<file path="src/rtl/wb_cmd_master.sv">
// wb_cmd_master: Wishbone classic-cycle initiator driven by a valid/ready
// command stream. Each accepted command becomes one single read or write
// cycle and produces exactly one response; one transaction is outstanding.
// Ports:
//   clk, rst_n                         clock, async active-low reset
//   cmd_addr/data/sel/we/valid, cmd_ready   command stream in
//   rsp_data/err/timeout/valid, rsp_ready   response stream out
//   wb_adr_o/dat_o/we_o/sel_o/stb_o/cyc_o   Wishbone initiator outputs
//   wb_dat_i/ack_i/err_i                    Wishbone responder inputs
module wb_cmd_master #(
  parameter int unsigned DATA_WIDTH    = 32,
  parameter int unsigned ADDR_WIDTH    = 32,
  parameter int unsigned SELECT_WIDTH  = DATA_WIDTH / 8,
  parameter int unsigned TIMEOUT       = 256,
  parameter int unsigned TIMEOUT_WIDTH = 16
) (
  input  logic                     clk,
  input  logic                     rst_n,
  input  logic [ADDR_WIDTH-1:0]    cmd_addr,
  input  logic [DATA_WIDTH-1:0]    cmd_data,
  input  logic [SELECT_WIDTH-1:0]  cmd_sel,
  input  logic                     cmd_we,
  input  logic                     cmd_valid,
  output logic                     cmd_ready,
  output logic [DATA_WIDTH-1:0]    rsp_data,
  output logic                     rsp_err,
  output logic                     rsp_timeout,
  output logic                     rsp_valid,
  input  logic                     rsp_ready,
  output logic [ADDR_WIDTH-1:0]    wb_adr_o,
  output logic [DATA_WIDTH-1:0]    wb_dat_o,
  input  logic [DATA_WIDTH-1:0]    wb_dat_i,
  output logic                     wb_we_o,
  output logic [SELECT_WIDTH-1:0]  wb_sel_o,
  output logic                     wb_stb_o,
  output logic                     wb_cyc_o,
  input  logic                     wb_ack_i,
  input  logic                     wb_err_i
);

  localparam bit TIMEOUT_EN = (TIMEOUT != 0);
  // Last counter value before the timeout fires; unused when TIMEOUT is 0.
  localparam logic [TIMEOUT_WIDTH-1:0] TO_LAST = TIMEOUT_WIDTH'(TIMEOUT - 32'd1);

  typedef enum logic [1:0] {IDLE, BUS, RESP} state_t;

  state_t                    state, state_nxt;
  logic [TIMEOUT_WIDTH-1:0]  cnt, cnt_nxt;
  logic [ADDR_WIDTH-1:0]     adr_nxt;
  logic [DATA_WIDTH-1:0]     dat_nxt, rsp_data_nxt;
  logic [SELECT_WIDTH-1:0]   sel_nxt;
  logic                      we_nxt, stb_nxt, cyc_nxt;
  logic                      rsp_valid_nxt, rsp_err_nxt, rsp_timeout_nxt;
  logic                      expired, done;

  assign cmd_ready = (state == IDLE);
  assign expired   = TIMEOUT_EN && (cnt == TO_LAST);

  // State and registered outputs
  always_ff @(posedge clk or negedge rst_n) begin
    if (!rst_n) begin
      state       <= IDLE;
      cnt         <= '0;
      wb_adr_o    <= '0;
      wb_dat_o    <= '0;
      wb_sel_o    <= '0;
      wb_we_o     <= 1'b0;
      wb_stb_o    <= 1'b0;
      wb_cyc_o    <= 1'b0;
      rsp_data    <= '0;
      rsp_valid   <= 1'b0;
      rsp_err     <= 1'b0;
      rsp_timeout <= 1'b0;
    end else begin
      state       <= state_nxt;
      cnt         <= cnt_nxt;
      wb_adr_o    <= adr_nxt;
      wb_dat_o    <= dat_nxt;
      wb_sel_o    <= sel_nxt;
      wb_we_o     <= we_nxt;
      wb_stb_o    <= stb_nxt;
      wb_cyc_o    <= cyc_nxt;
      rsp_data    <= rsp_data_nxt;
      rsp_valid   <= rsp_valid_nxt;
      rsp_err     <= rsp_err_nxt;
      rsp_timeout <= rsp_timeout_nxt;
    end
  end

  // Next state
  always_comb begin
    state_nxt = state;
    case (state)
      IDLE: if (cmd_valid) state_nxt = BUS;
      BUS:  if (wb_err_i || wb_ack_i || expired) state_nxt = RESP;
      RESP: if (rsp_ready) state_nxt = IDLE;
      default: state_nxt = IDLE;
    endcase
  end

  // Next values of the registered outputs and timeout counter
  always_comb begin
    cnt_nxt         = cnt;
    adr_nxt         = wb_adr_o;
    dat_nxt         = wb_dat_o;
    sel_nxt         = wb_sel_o;
    we_nxt          = wb_we_o;
    stb_nxt         = wb_stb_o;
    cyc_nxt         = wb_cyc_o;
    rsp_data_nxt    = rsp_data;
    rsp_valid_nxt   = rsp_valid;
    rsp_err_nxt     = rsp_err;
    rsp_timeout_nxt = rsp_timeout;
    done            = 1'b0;
    case (state)
      IDLE: begin
        if (cmd_valid) begin
          adr_nxt = cmd_addr;
          dat_nxt = cmd_data;
          sel_nxt = cmd_sel;
          we_nxt  = cmd_we;
          stb_nxt = 1'b1;
          cyc_nxt = 1'b1;
          cnt_nxt = '0;
        end
      end
      BUS: begin
        // ERR outranks ACK, which outranks the timeout.
        if (wb_err_i) begin
          rsp_err_nxt  = 1'b1;
          rsp_data_nxt = '0;
          done         = 1'b1;
        end else if (wb_ack_i) begin
          rsp_data_nxt = wb_we_o ? '0 : wb_dat_i;
          done         = 1'b1;
        end else if (expired) begin
          rsp_timeout_nxt = 1'b1;
          rsp_data_nxt    = '0;
          done            = 1'b1;
        end else if (TIMEOUT_EN) begin
          cnt_nxt = cnt + TIMEOUT_WIDTH'(1);
        end
        if (done) begin
          stb_nxt       = 1'b0;
          cyc_nxt       = 1'b0;
          we_nxt        = 1'b0;
          rsp_valid_nxt = 1'b1;
        end
      end
      RESP: begin
        if (rsp_ready) begin
          rsp_valid_nxt   = 1'b0;
          rsp_err_nxt     = 1'b0;
          rsp_timeout_nxt = 1'b0;
        end
      end
      default: ;
    endcase
  end

endmodule

</file>
<file path="config.mk">
export PLATFORM = sky130hd
export DESIGN_NAME = wb_cmd_master
export DESIGN_NICKNAME = d
export VERILOG_FILES = /design/src/rtl/wb_cmd_master.sv
export SDC_FILE = /design/constraint.sdc
export NUM_CORES = 1
export LEC_CHECK = 0
export CAP_MARGIN = 0
export CORE_MARGIN = 4
export CORE_UTILIZATION = 41
export CTS_BUF_LIST = sky130_fd_sc_hd__clkbuf_8
export DETAILED_ROUTE_END_ITERATION = 8
export GPL_ROUTABILITY_DRIVEN = 1
export PLACE_DENSITY_LB_ADDON = 0.2
export SYNTH_ARGS = -nofsm -noshare
export SYNTH_HDL_FRONTEND = slang
export SYNTH_SLANG_ARGS = --single-unit
</file>
<file path="constraint.sdc">
create_clock -name clk -period 3.1 [get_ports clk]
set_input_delay 0.93 -clock clk [delete_from_list [all_inputs] [get_ports clk]]
set_output_delay 0.93 -clock clk [all_outputs]
set_load 0.05 [all_outputs]
</file>
==> flow_summary.json <==
{
  "outcome": "finished clean",
  "antenna_found_initial": 0,
  "cts_num_sinks": 123,
  "numCtsBuffers": 17,
  "holdWs_ns": 0.4237,
  "setup_tns_ns": 0,
  "syn_nets": 597,
  "avgSynthCellArea_um2": 10.04,
  "dieWidth_um": 117.4,
  "r2r_setup_slack_ns": 1.03,
  "nets": 811,
  "rsz0062_at_grt": "no",
  "final_core_util_pct": 65.62,
  "drive_gt1_share_pct": 6.573,
  "regToRegEndpoint": "rsp_data[27]",
  "worst-path-max-fanout": 11,
  "pwr-share-comb_pct": 55.5,
  "crit_path_start": "state[0]",
  "dieArea_um2": 13780,
  "slew_headroom_pct": 62.26,
  "multiInputGateArea_um2": 1683,
  "layout_commonest_cell": "nand2_1",
  "io_buffers": 213,
  "leakagePower_nw": 3.554,
  "io_pins": 214,
  "synth.yosys.seq_area_share_pct": 62.72,
  "startpoint_type": "flip-flop",
  "grt_overflow": 0,
  "grt_max_degree": 66,
  "vias": 4272,
  "timing.final.crit_share_pct": 91.87,
  "rows": 39,
  "drt_iter0_drc": 202,
  "root_buffer": "clkbuf_8",
  "htree_num_levels": 4,
  "fillers": 945,
  "crit_path_end_kind": "output pin",
  "design_area_um2": 7589,
  "setup_viol": 0,
  "via_per_inst": 4.979,
  "dp.cells": 827,
  "intPower_mw": 4.646,
  "synth-seq-cells": 123,
  "min_period_ns": 2.848,
  "stdcell_count": 858,
  "insertion_delay_ns": 0.42,
  "first_pass_iters": 4,
  "fin_skew_ns": 0.006201,
  "grt_pass1_wl_um": 23210,
  "cts_resized": 0,
  "synthToLayoutAreaGrowth_pct": 54.64,
  "die_h_um": 117.4,
  "crit_required_ns": 2.17,
  "fp.coreArea_um2": 11560,
  "syn_area_um2": 4907,
  "ir_drop_v": 0.0008114,
  "final-hold-violation-count": 0,
  "floorplan.initialDensity_pct": 42.43,
  "grt_pass1_vias": 4479,
  "ant_nets": 0,
  "cts_tree": "yes",
  "regToRegStartpoint": "cnt[0]",
  "gr-usage-all-layers_pct": 20.83,
  "antenna_cells": 0,
  "synth_cell_types": 36,
  "synthCells": 489,
  "remaining_drc_errors": 0,
  "cts_max_path_buffers": 2,
  "clkPwrFrac_pct": 15.0,
  "fmax_ghz": 0.3511,
  "p_per_area_nw_per_um2": 1183,
  "post_cts_buffers": 0,
  "seqPwrFrac_pct": 29.5,
  "postCtsHoldBufs": 0,
  "worst_pin_slew_ns": 0.5644,
  "yosysWarnings": 0,
  "netSwitchingPower_mw": 4.331,
  "clk_pin_slew_ns": 0.07,
  "wl_per_cell_um": 16.17,
  "maxCapViolCount": 0,
  "final_cell_mix": "nand2_1, clkdlybuf4s50_1, dfrtp_1",
  "p_sw_share_pct": 48.25,
  "hold_class": "in2async",
  "crit_type": "reg2out",
  "dp_hpwl_um": 10100,
  "place.gp.congestion": 0.7933,
  "report.final.slew_viol_count": 0,
  "regArea_um2": 3078,
  "placed_area_um2": 7209,
  "reg2reg_depth": 6,
  "wl_um": 13880,
  "worst_ep_arrival_time_ns": 1.92
}
## cells by family after synthesis
family / Yosys count / synth area share (%)
simple gates: 263 / 22.87
mux: 3 / 0.6120
flops: 123 / 62.72
fa+ha+maj: 1 / 0.2549
compound gates: 66 / 10.12
buf+inv: 32 / 3.238
xor+xnor: 1 / 0.1785
## through the flow
step | power (mW) | setup slack (ns)
3_5_place_dp | 7.689 | 0.3269
5_1_grt | 9.450 | 0.1380
6_report | 8.977 | 0.2520
2_1_floorplan | 5.828 | 0.9872
3_3_place_gp | 7.607 | 0.4175
4_1_cts | 9.083 | 0.2082
## synthesized netlist by cell type, drive strengths merged
library cell  instances  area (um2)
nand2               219       822.0
dfrtp               123        3078
a22o                 32       280.3
clkbuf               15       56.30
buf                  13       87.58
a21oi                12       60.06
o21ai                12       60.06
or3                   9       57.56
and4                  5       46.29
nand3                 5       25.02
nand4                 5       31.28
inv                   4       15.01
nor2                  4       15.01
mux2i                 3       30.03
nor2b                 3       18.77
nor4                  3       18.77
o211ai                3       22.52
o31ai                 3       22.52
and2                  2       12.51
and3                  2       12.51
nor3                  2       10.01
nor4b                 2       38.78
a31o                  1       8.760
ha                    1       12.51
nand2b                1       6.260
o21a                  1       7.510
o311ai                1       26.28
o31a                  1       8.760
or4                   1       7.510
xnor2                 1       8.760
## how the worst max path moves through the flow
stage,endpoint
floorplan,cmd_ready
global placement,cnt[10]
detailed placement,cnt[10]
CTS,cmd_ready
global route,cmd_ready
finish,cmd_ready
## critical path: stages (launching register included)
cell	delay, ns
dfrtp_1	0.51
nor2_1	0.16
clkdlybuf4s50_1	0.83
## power by group through the flow
stage          Sequential (mW)  Combinational [mW]  Clock (mW)
2_1_floorplan             4.87               0.955           0
3_3_place_gp              2.64                4.96           0
3_5_place_dp              2.68                5.01           0
4_1_cts                   2.65                5.03        1.40
5_1_grt                   2.74                5.24        1.48
6_report                  2.65                4.98        1.35
## metal layers
layer | global-route usage, % | part of all wire [%] | wire (um)
met5 | 0 | 0 | 0
met4 | 8.138 | 1.5 | 213
met3 | 9.240 | 9.6 | 1331
met2 | 32.08 | 47 | 6455
met1 | 25.86 | 42 | 5876
## cell type report
cell class	instances	area share, %
Multi-Input combinational cell	334	22.18
Clock buffer	20	3.627
Sequential cell	123	40.56
Inverter	4	0.1979
Tap cell	143	2.358
Clock inverter	11	1.369
Timing Repair Buffer	223	29.71
## registers in the layout, summed over array words and instances (netlist names), 2 cells and up
register and cells:
cnt 16, rsp_data 32, state 2, wb_adr_o 32, wb_dat_o 32, wb_sel_o 4
No activity file was read; power rests on OpenSTA's default activity.
